===== src/rtl/imm_ext_arbiter_if.sv =====
// imm_ext_arbiter_if: request, response and extender-drive bundle for imm_ext_arbiter.
// The slave modport is the arbiter's view; the master modport is the requester/extender side.
interface imm_ext_arbiter_if #(
    parameter int unsigned IMM_W = 16
);
    logic [1:0]         i_req_valid;
    logic [IMM_W-1:0]   i_req_imm0;
    logic [IMM_W-1:0]   i_req_imm1;
    logic [1:0]         i_req_lui;
    logic [1:0]         i_req_signed;
    logic [1:0]         o_req_ready;
    logic [1:0]         o_rsp_valid;
    logic [2*IMM_W-1:0] o_rsp_data;
    logic [1:0]         i_rsp_ready;
    logic [IMM_W-1:0]   o_ext_in;
    logic               o_ext_LuiOp;
    logic               o_ext_SignedOp;
    logic [2*IMM_W-1:0] i_ext_out;
    logic               o_busy;

    modport slave (
        input  i_req_valid,
        input  i_req_imm0,
        input  i_req_imm1,
        input  i_req_lui,
        input  i_req_signed,
        output o_req_ready,
        output o_rsp_valid,
        output o_rsp_data,
        input  i_rsp_ready,
        output o_ext_in,
        output o_ext_LuiOp,
        output o_ext_SignedOp,
        input  i_ext_out,
        output o_busy
    );

    modport master (
        output i_req_valid,
        output i_req_imm0,
        output i_req_imm1,
        output i_req_lui,
        output i_req_signed,
        input  o_req_ready,
        input  o_rsp_valid,
        input  o_rsp_data,
        output i_rsp_ready,
        input  o_ext_in,
        input  o_ext_LuiOp,
        input  o_ext_SignedOp,
        output i_ext_out,
        input  o_busy
    );
endinterface


===== src/rtl/imm_ext_arbiter.sv =====
// imm_ext_arbiter: shares one combinational immediate extender between two requesters.
// IDLE accepts one request, EXT drives the extender from the latched fields and captures
// its result, RESP holds the result for the owning requester until it is accepted.
// Build option: define IMM_ARB_ROUND_ROBIN_EN for round-robin arbitration when both
// requesters are valid; otherwise requester 0 has fixed priority.
module imm_ext_arbiter #(
    parameter int unsigned IMM_W = 16
) (
    input  logic             i_clk,
    input  logic             i_rst_n,
    imm_ext_arbiter_if.slave arb
);
    localparam int unsigned EXT_W = 2 * IMM_W;

    typedef enum logic [1:0] {
        StIdle = 2'd0,
        StExt  = 2'd1,
        StResp = 2'd2
    } state_e;

    state_e           state_q, state_d;
    logic [IMM_W-1:0] imm_q, imm_d;
    logic             lui_q, lui_d;
    logic             signed_q, signed_d;
    logic             owner_q, owner_d;
    logic [EXT_W-1:0] rsp_data_q, rsp_data_d;

    logic             win;
    logic             accept;
    logic [1:0]       req_ready;
    logic [1:0]       rsp_valid;
    logic [IMM_W-1:0] ext_in;
    logic             ext_lui;
    logic             ext_signed;

`ifdef IMM_ARB_ROUND_ROBIN_EN
    // Last granted requester; resets to 1 so requester 0 wins the first contention.
    logic last_q, last_d;
`endif

    // Pick the winner among the valid requesters.
    always_comb begin
        win = 1'b0;
        case (arb.i_req_valid)
            2'b10:   win = 1'b1;
`ifdef IMM_ARB_ROUND_ROBIN_EN
            2'b11:   win = ~last_q;
`endif
            default: win = 1'b0;
        endcase
    end

    assign accept = (state_q == StIdle) && (arb.i_req_valid != 2'b00);

`ifdef IMM_ARB_ROUND_ROBIN_EN
    // Pointer moves only when a request is actually accepted.
    always_comb begin
        last_d = last_q;
        if (accept) begin
            last_d = win;
        end
    end

    // Round-robin pointer register.
    always_ff @(posedge i_clk or negedge i_rst_n) begin
        if (!i_rst_n) begin
            last_q <= 1'b1;
        end else begin
            last_q <= last_d;
        end
    end
`endif

    // Next-state logic and combinational outputs for the IDLE/EXT/RESP sequence.
    always_comb begin
        state_d    = state_q;
        imm_d      = imm_q;
        lui_d      = lui_q;
        signed_d   = signed_q;
        owner_d    = owner_q;
        rsp_data_d = rsp_data_q;
        req_ready  = 2'b00;
        rsp_valid  = 2'b00;
        ext_in     = '0;
        ext_lui    = 1'b0;
        ext_signed = 1'b0;

        unique case (state_q)
            StIdle: begin
                if (accept) begin
                    req_ready[win] = 1'b1;
                    imm_d          = win ? arb.i_req_imm1 : arb.i_req_imm0;
                    lui_d          = arb.i_req_lui[win];
                    signed_d       = arb.i_req_signed[win];
                    owner_d        = win;
                    state_d        = StExt;
                end
            end
            StExt: begin
                ext_in     = imm_q;
                ext_lui    = lui_q;
                ext_signed = signed_q;
                rsp_data_d = arb.i_ext_out;
                state_d    = StResp;
            end
            StResp: begin
                rsp_valid[owner_q] = 1'b1;
                // Only the owner's accept completes the response.
                if (arb.i_rsp_ready[owner_q]) begin
                    rsp_data_d = '0;
                    state_d    = StIdle;
                end
            end
            default: begin
                state_d = StIdle;
            end
        endcase
    end

    // State and transaction registers; reset aborts any transaction in flight.
    always_ff @(posedge i_clk or negedge i_rst_n) begin
        if (!i_rst_n) begin
            state_q    <= StIdle;
            imm_q      <= '0;
            lui_q      <= 1'b0;
            signed_q   <= 1'b0;
            owner_q    <= 1'b0;
            rsp_data_q <= '0;
        end else begin
            state_q    <= state_d;
            imm_q      <= imm_d;
            lui_q      <= lui_d;
            signed_q   <= signed_d;
            owner_q    <= owner_d;
            rsp_data_q <= rsp_data_d;
        end
    end

    assign arb.o_req_ready    = req_ready;
    assign arb.o_rsp_valid    = rsp_valid;
    // Data is gated so it reads zero whenever no response is valid.
    assign arb.o_rsp_data     = (state_q == StResp) ? rsp_data_q : '0;
    assign arb.o_ext_in       = ext_in;
    assign arb.o_ext_LuiOp    = ext_lui;
    assign arb.o_ext_SignedOp = ext_signed;
    assign arb.o_busy         = (state_q != StIdle);

endmodule


===== src/flat_wrapper.sv =====
// flat-port wrapper written by rule: the top's interface ports become plain ports
module imm_ext_arbiter_flat 
#(
    parameter int unsigned IMM_W = 16
)
  (i_clk, i_rst_n, arb_i_req_valid, arb_i_req_imm0, arb_i_req_imm1, arb_i_req_lui, arb_i_req_signed, arb_o_req_ready, arb_o_rsp_valid, arb_o_rsp_data, arb_i_rsp_ready, arb_o_ext_in, arb_o_ext_LuiOp, arb_o_ext_SignedOp, arb_i_ext_out, arb_o_busy);
  imm_ext_arbiter_if #(.IMM_W(IMM_W)) arb_i ();
  input  logic i_clk;
  input  logic i_rst_n;
  input wire logic [$bits(arb_i.i_req_valid)-1:0] arb_i_req_valid;
  input wire logic [$bits(arb_i.i_req_imm0)-1:0] arb_i_req_imm0;
  input wire logic [$bits(arb_i.i_req_imm1)-1:0] arb_i_req_imm1;
  input wire logic [$bits(arb_i.i_req_lui)-1:0] arb_i_req_lui;
  input wire logic [$bits(arb_i.i_req_signed)-1:0] arb_i_req_signed;
  output wire logic [$bits(arb_i.o_req_ready)-1:0] arb_o_req_ready;
  output wire logic [$bits(arb_i.o_rsp_valid)-1:0] arb_o_rsp_valid;
  output wire logic [$bits(arb_i.o_rsp_data)-1:0] arb_o_rsp_data;
  input wire logic [$bits(arb_i.i_rsp_ready)-1:0] arb_i_rsp_ready;
  output wire logic [$bits(arb_i.o_ext_in)-1:0] arb_o_ext_in;
  output wire logic [$bits(arb_i.o_ext_LuiOp)-1:0] arb_o_ext_LuiOp;
  output wire logic [$bits(arb_i.o_ext_SignedOp)-1:0] arb_o_ext_SignedOp;
  input wire logic [$bits(arb_i.i_ext_out)-1:0] arb_i_ext_out;
  output wire logic [$bits(arb_i.o_busy)-1:0] arb_o_busy;
  assign arb_i.i_req_valid = arb_i_req_valid;
  assign arb_i.i_req_imm0 = arb_i_req_imm0;
  assign arb_i.i_req_imm1 = arb_i_req_imm1;
  assign arb_i.i_req_lui = arb_i_req_lui;
  assign arb_i.i_req_signed = arb_i_req_signed;
  assign arb_o_req_ready = arb_i.o_req_ready;
  assign arb_o_rsp_valid = arb_i.o_rsp_valid;
  assign arb_o_rsp_data = arb_i.o_rsp_data;
  assign arb_i.i_rsp_ready = arb_i_rsp_ready;
  assign arb_o_ext_in = arb_i.o_ext_in;
  assign arb_o_ext_LuiOp = arb_i.o_ext_LuiOp;
  assign arb_o_ext_SignedOp = arb_i.o_ext_SignedOp;
  assign arb_i.i_ext_out = arb_i_ext_out;
  assign arb_o_busy = arb_i.o_busy;
  imm_ext_arbiter #(.IMM_W(IMM_W)) u_core (.i_clk(i_clk), .i_rst_n(i_rst_n), .arb(arb_i));
endmodule

===== config.mk =====
export PLATFORM = sky130hd
export DESIGN_NAME = imm_ext_arbiter_flat
export DESIGN_NICKNAME = d
export VERILOG_FILES = /design/src/rtl/imm_ext_arbiter_if.sv /design/src/rtl/imm_ext_arbiter.sv /design/src/flat_wrapper.sv
export SDC_FILE = /design/constraint.sdc
export NUM_CORES = 1
export LEC_CHECK = 0
export ABC_CLOCK_PERIOD_IN_PS = 1300
export BUFFER_PORTS_ARGS = -buffer_cell sky130_fd_sc_hd__clkbuf_2
export CAP_MARGIN = 5
export CORE_MARGIN = 2
export CORE_UTILIZATION = 41
export CTS_CLUSTER_DIAMETER = 30
export DETAILED_ROUTE_END_ITERATION = 8
export HOLD_SLACK_MARGIN = 0.15
export PLACE_DENSITY = 0.81
export SYNTH_ARGS = -nofsm -noshare
export SYNTH_HDL_FRONTEND = slang
export SYNTH_SLANG_ARGS = --single-unit

===== constraint.sdc =====
create_clock -name i_clk -period 1.3 [get_ports i_clk]
set_input_delay 0.26 -clock i_clk [delete_from_list [all_inputs] [get_ports i_clk]]
set_output_delay 0.26 -clock i_clk [all_outputs]
set_load 0.01 [all_outputs]

== After elaboration in Yosys (flattened, before gate mapping) ==
Cells that the tools add are included.
Storage, ports and cells
  input port bits: 74
  word-level logic and storage cells: 49
  bits in registers: 53
  output and inout bits: 55
Cells by class
  reductions and logical operators: 10
  muxes and demuxes: 24
  magnitude comparators: 4
  equal/unequal tests: 5
Operator list (number)
  $mux W32: 2
  $pmux W32 S2: 1
  $mux W16: 2
  $mux W1: 11
  $mux W2: 5
  $pmux W2 S3: 1
  $reduce_and A2 Y1: 3
  $reduce_bool A2 Y1: 3
  $eq A2 B2 Y1 const B: 2
  $lt A1 B2 Y1 const B: 2
  $ne A2 B1 Y1 const B: 2
  $logic_and A1 B1 Y1: 3
  $demux W1 S1: 2
  $eq A2 B1 Y1 const B: 1
  $ge A1 B1 Y1 const B: 2
  $logic_not A2 Y1: 1

== Longest topological paths before layout ==
  word-level depth: 8
  depth in mapped cells: 5
  depth with buffers taken out: 3

== Worst setup path before layout ==
No wires, ideal clock.
  path kind: register to output
  from: reg u_core.state_q[0]
  to: out arb_o_rsp_data[0]
  required time: 1040 ps
  arrival time: 1102 ps
  buffers on the path: 1
  slack: -62 ps
  stages on the path, launching flop included: 4
  cell sequence: dfrtp_1 > and2b_4 > clkbuf_1 > and2_1
Between the ends
  cells in the longest elaborated chain, start to end: 2
RTL lines
  start: declaration: line imm_ext_arbiter.sv:21  | state_e state_q, state_d;
  start signal: assignment: line imm_ext_arbiter.sv:123  | state_q <= StIdle;
  start signal: assignment: line imm_ext_arbiter.sv:130  | state_q <= state_d;
  $eq A2 B2 Y1: line imm_ext_arbiter.sv:142  | assign arb.o_rsp_data = (state_q == StResp) ? rsp_data_q : '0;
  $mux W32: line imm_ext_arbiter.sv:142
  end: declaration: line flat_wrapper.sv:17  | output wire logic [$bits(arb_i.o_rsp_data)-1:0] arb_o_rsp_data;
No other way between the ends.

== Final worst setup path ==
  from: reg u_core.state_q[0]
  to: out arb_o_rsp_data[30]
The elaborated chain is that of the path after synthesis.

==> reports/metrics.yaml <==
outcome:
  status: "complete, but fails checks"
  failed_checks: "negative setup slack"
sta:
  drv_slew: 0
  finalSetupViolCount: 106
  max_freq_mhz: 568
  hold_viol: 0
  relSlewSlack_pct: 65.7
  tightest_slew_ns: 0.513
  skew_ns: 0.00670
  worst_slack_ns: -0.459
  rsz0062_at_grt: "yes"
  period_share_pct: 135
  min_period_ns: 1.76
critical_path:
  crit_fanout: 12
  crit_slowest_cell: "dfrtp_2"
  path_class: "reg -> out"
  slowest_delay_ns: 0.45
  crit_chain: "and2b_4 > buf_12 > and2_1 > buf_2"
  critPathRequiredTime_ns: 1.04
  start_kind: "flip-flop"
  arrival_ns: 1.50
  setup.worst_path.end_class: "output pin"
clock_tree:
  clockBufferDepth: 2
  cts-root-buf: "clkbuf_8"
  h-tree-depth: 2
  clock-sinks: 53
  cts_tree: "built"
  cts.clk_slew.worst_paths_ns: 0.09
  cts_buffers: 5
  clk_latency_ns: 0.30
pwr:
  irDropWorstVdd_mv: 1.01
  power_density_nw_per_um2: 2260
  switching_power_mw: 2.88
  combPwrFrac_pct: 53.1
  power_frac_clock_pct: 13.4
  p_int_mw: 5.60
  cellLeakagePower_nw: 2.00
  p_seq_share_pct: 33.5
  p_sw_share_pct: 33.9
global_routing:
  use_met3_pct: 3.85
  use_met1_pct: 25.2
  first_global_vias: 2045
  antenna_found_initial: 0
  top_usage_layer: "met2"
  grt_pass1_wl_um: 9650
  grt_max_degree: 54
  grt-ovfl-total: 0
  grt_use_total_pct: 19.3
  grt_util_met2_pct: 32.7
placed_design:
  globalplace.congestion: 0.764
  io_buffers: 128
  dp.cells: 402
  hpwl_um: 4110
route:
  postRouteAntennaNets: 0
  dr_total_vias: 2104
  wirelength_um: 6370
  wire_per_inst_um: 14.9
  drc: 0
  via_per_inst: 4.90
  drt_first_pass_iters: 4
  drtIter0Drc: 64
floorplanning:
  die-area_um2: 6640
  fp.dieW_um: 81.5
  ios: 129
  core_um2: 5850
  start_util_pct: 42.1
  die_h_um: 81.5
  core.rowCount: 28
flow_run:
  max_cap_viol_count: 0
final_layout:
  utilization_pct: 64.2
  area_delta_synth_final_pct: 52.4
  stdcell_count: 429
  layout-drive-gt1-share_pct: 53.7
  diodes: 0
  num-nets-final: 427
worst_hold_path:
  hold_path_class: "in -> reg"
yosys:
  postSynthAreaPerCell_um2: 12.1
  synth.yosys.seq_area_share_pct: 53.8
  synth-seq-cells: 53
  yosys_warnings: 0
  syn-num-nets: 277
  netlist_area_um2: 2460
  synth_cells: 203
  ys_types: 20
path summary, 6_finish.rpt:
| kind | start | end | slack (ns) | cells after the start |
|---|---|---|---|---|
| min in group asynchronous | i_rst_n | u_core.rsp_data_q[24] | 0.49 | 3 |
| max in group asynchronous | i_rst_n | u_core.state_q[0] | 0.58 | 3 |
| worst min register to register | u_core.rsp_data_q[18] | u_core.rsp_data_q[18] | 0.50 | 1 |
| worst max register to register | u_core.state_q[0] | u_core.rsp_data_q[0] | -0.32 | 7 |
| worst min-delay path | arb_i_ext_out[21] | u_core.rsp_data_q[21] | 0.18 | 2 |
| worst max-delay path | u_core.state_q[0] | arb_o_rsp_data[30] | -0.46 | 4 |
cell type report:
cell class	instances	area, um2
Inverter	2	7.51
Timing Repair Buffer	157	1100
Multi-Input combinational cell	134	1100
Fill cell	452	2100
Clock buffer	7	86.3
Tap cell	75	93.8
Clock inverter	1	30.0
Sequential cell	53	1330
critical path: cells and delay by family (launching register included):
family	cells	cell delay [ns]
simple gates	2	0.47
flops	1	0.45
buf+inv	2	0.28
registers in the layout, summed over array words and instances, names as in the netlist:
signal and count:
u_core.imm_q 16, u_core.state_q 2, u_core.owner_q 1, u_core.rsp_data_q 32, u_core.signed_q 1, u_core.lui_q 1
cells by family (layout without fill, tap and decap cells):
kind of cell | after synthesis | count (layout) | share of synthesized area, %
AOI/OAI and AO/OA | 54 | 55 | 20.2
muxes | 1 | 1 | 0.609
and+or+nand+nor | 77 | 78 | 20.4
buffers and inverters | 18 | 167 | 4.93
DFF | 53 | 53 | 53.8
cell usage after synthesis, drive strengths merged:
| cell type | instances | share of area (%) |
|---|---|---|
| a22o | 32 | 11 |
| a221o | 18 | 7.3 |
| o21bai | 1 | 0.30 |
| and2b | 1 | 0.41 |
| and2 | 70 | 18 |
| inv | 2 | 0.30 |
| nor2 | 3 | 0.56 |
| nor2b | 1 | 0.25 |
| mux2 | 1 | 0.61 |
| a21oi | 2 | 0.86 |
| nor4b | 1 | 0.96 |
| o21ai | 1 | 0.36 |
| dfrtp | 53 | 54 |
| buf | 13 | 4.2 |
| clkbuf | 3 | 0.46 |
| or2b | 1 | 0.36 |
power by group through the flow:
stage | sequential (mW) | clock (mW) | combinational (mW)
after detailed placement | 2.82 | 0 | 3.42
after CTS | 2.82 | 1.16 | 4.24
final | 2.84 | 1.13 | 4.50
after global placement | 2.83 | 0 | 3.27
after global routing | 2.93 | 1.23 | 4.87
after floorplan | 2.72 | 0 | 2.41
cell usage in the layout, fill, tap and decap left out:
master	Yosys	layout
mux2_4	1	1
and2_4	1	15
nor2_4	0	2
clkbuf_1	3	1
buf_2	7	34
a21oi_4	1	2
dfrtp_1	53	52
buf_6	6	25
nor2_1	2	1
a22o_1	32	32
clkbuf_2	0	77
buf_12	0	7
nor2b_4	0	1
and2b_4	1	1
buf_4	0	12
and2_1	69	56
o21ai_4	0	1
clkbuf_8	0	6
inv_1	2	1
nor4b_4	1	1
bufinv_16	0	1
o21bai_1	1	1
buf_16	0	1
dlygate4sd3_1	0	1
a221o_1	18	18
dfrtp_2	0	1
inv_2	0	1
a21oi_1	1	1
or2b_4	0	1
per-layer routing:
layer	routed length [um]	share of wire (%)
met5	0	0
met4	70	1.1
met3	416	6.5
met2	3060	48
met1	2830	44
stage by stage:
| stage | TNS [ns] | worst slack, ns | hold slack [ns] | power (mW) | instance area, um2 |
|---|---|---|---|---|---|
| CTS | -35.03 | -0.466 | 0.175 | 8.22 | 3610 |
| detailed placement | -22.62 | -0.406 | 0.281 | 6.24 | 3230 |
| global route | -41.13 | -0.517 | 0.174 | 9.02 | 3750 |
| floorplan | -0.380 | -0.0129 | -0.0356 | 5.13 | 2480 |
| finish | -34.69 | -0.459 | 0.183 | 8.47 | 3750 |
| global placement | -19.52 | -0.310 | 0.276 | 6.10 | 3230 |
repair_timing:
action                                  4_1_cts  5_1_grt
endpoints found under the setup margin      105      106
hold buffers                                  1        0
gates cloned                                  3        0
gates resized for setup                      24       78
setup buffers                                14        2
endpoints found under the hold margin        53        0
pin swaps                                    10        6
Power figures use the tool's default switching activity.
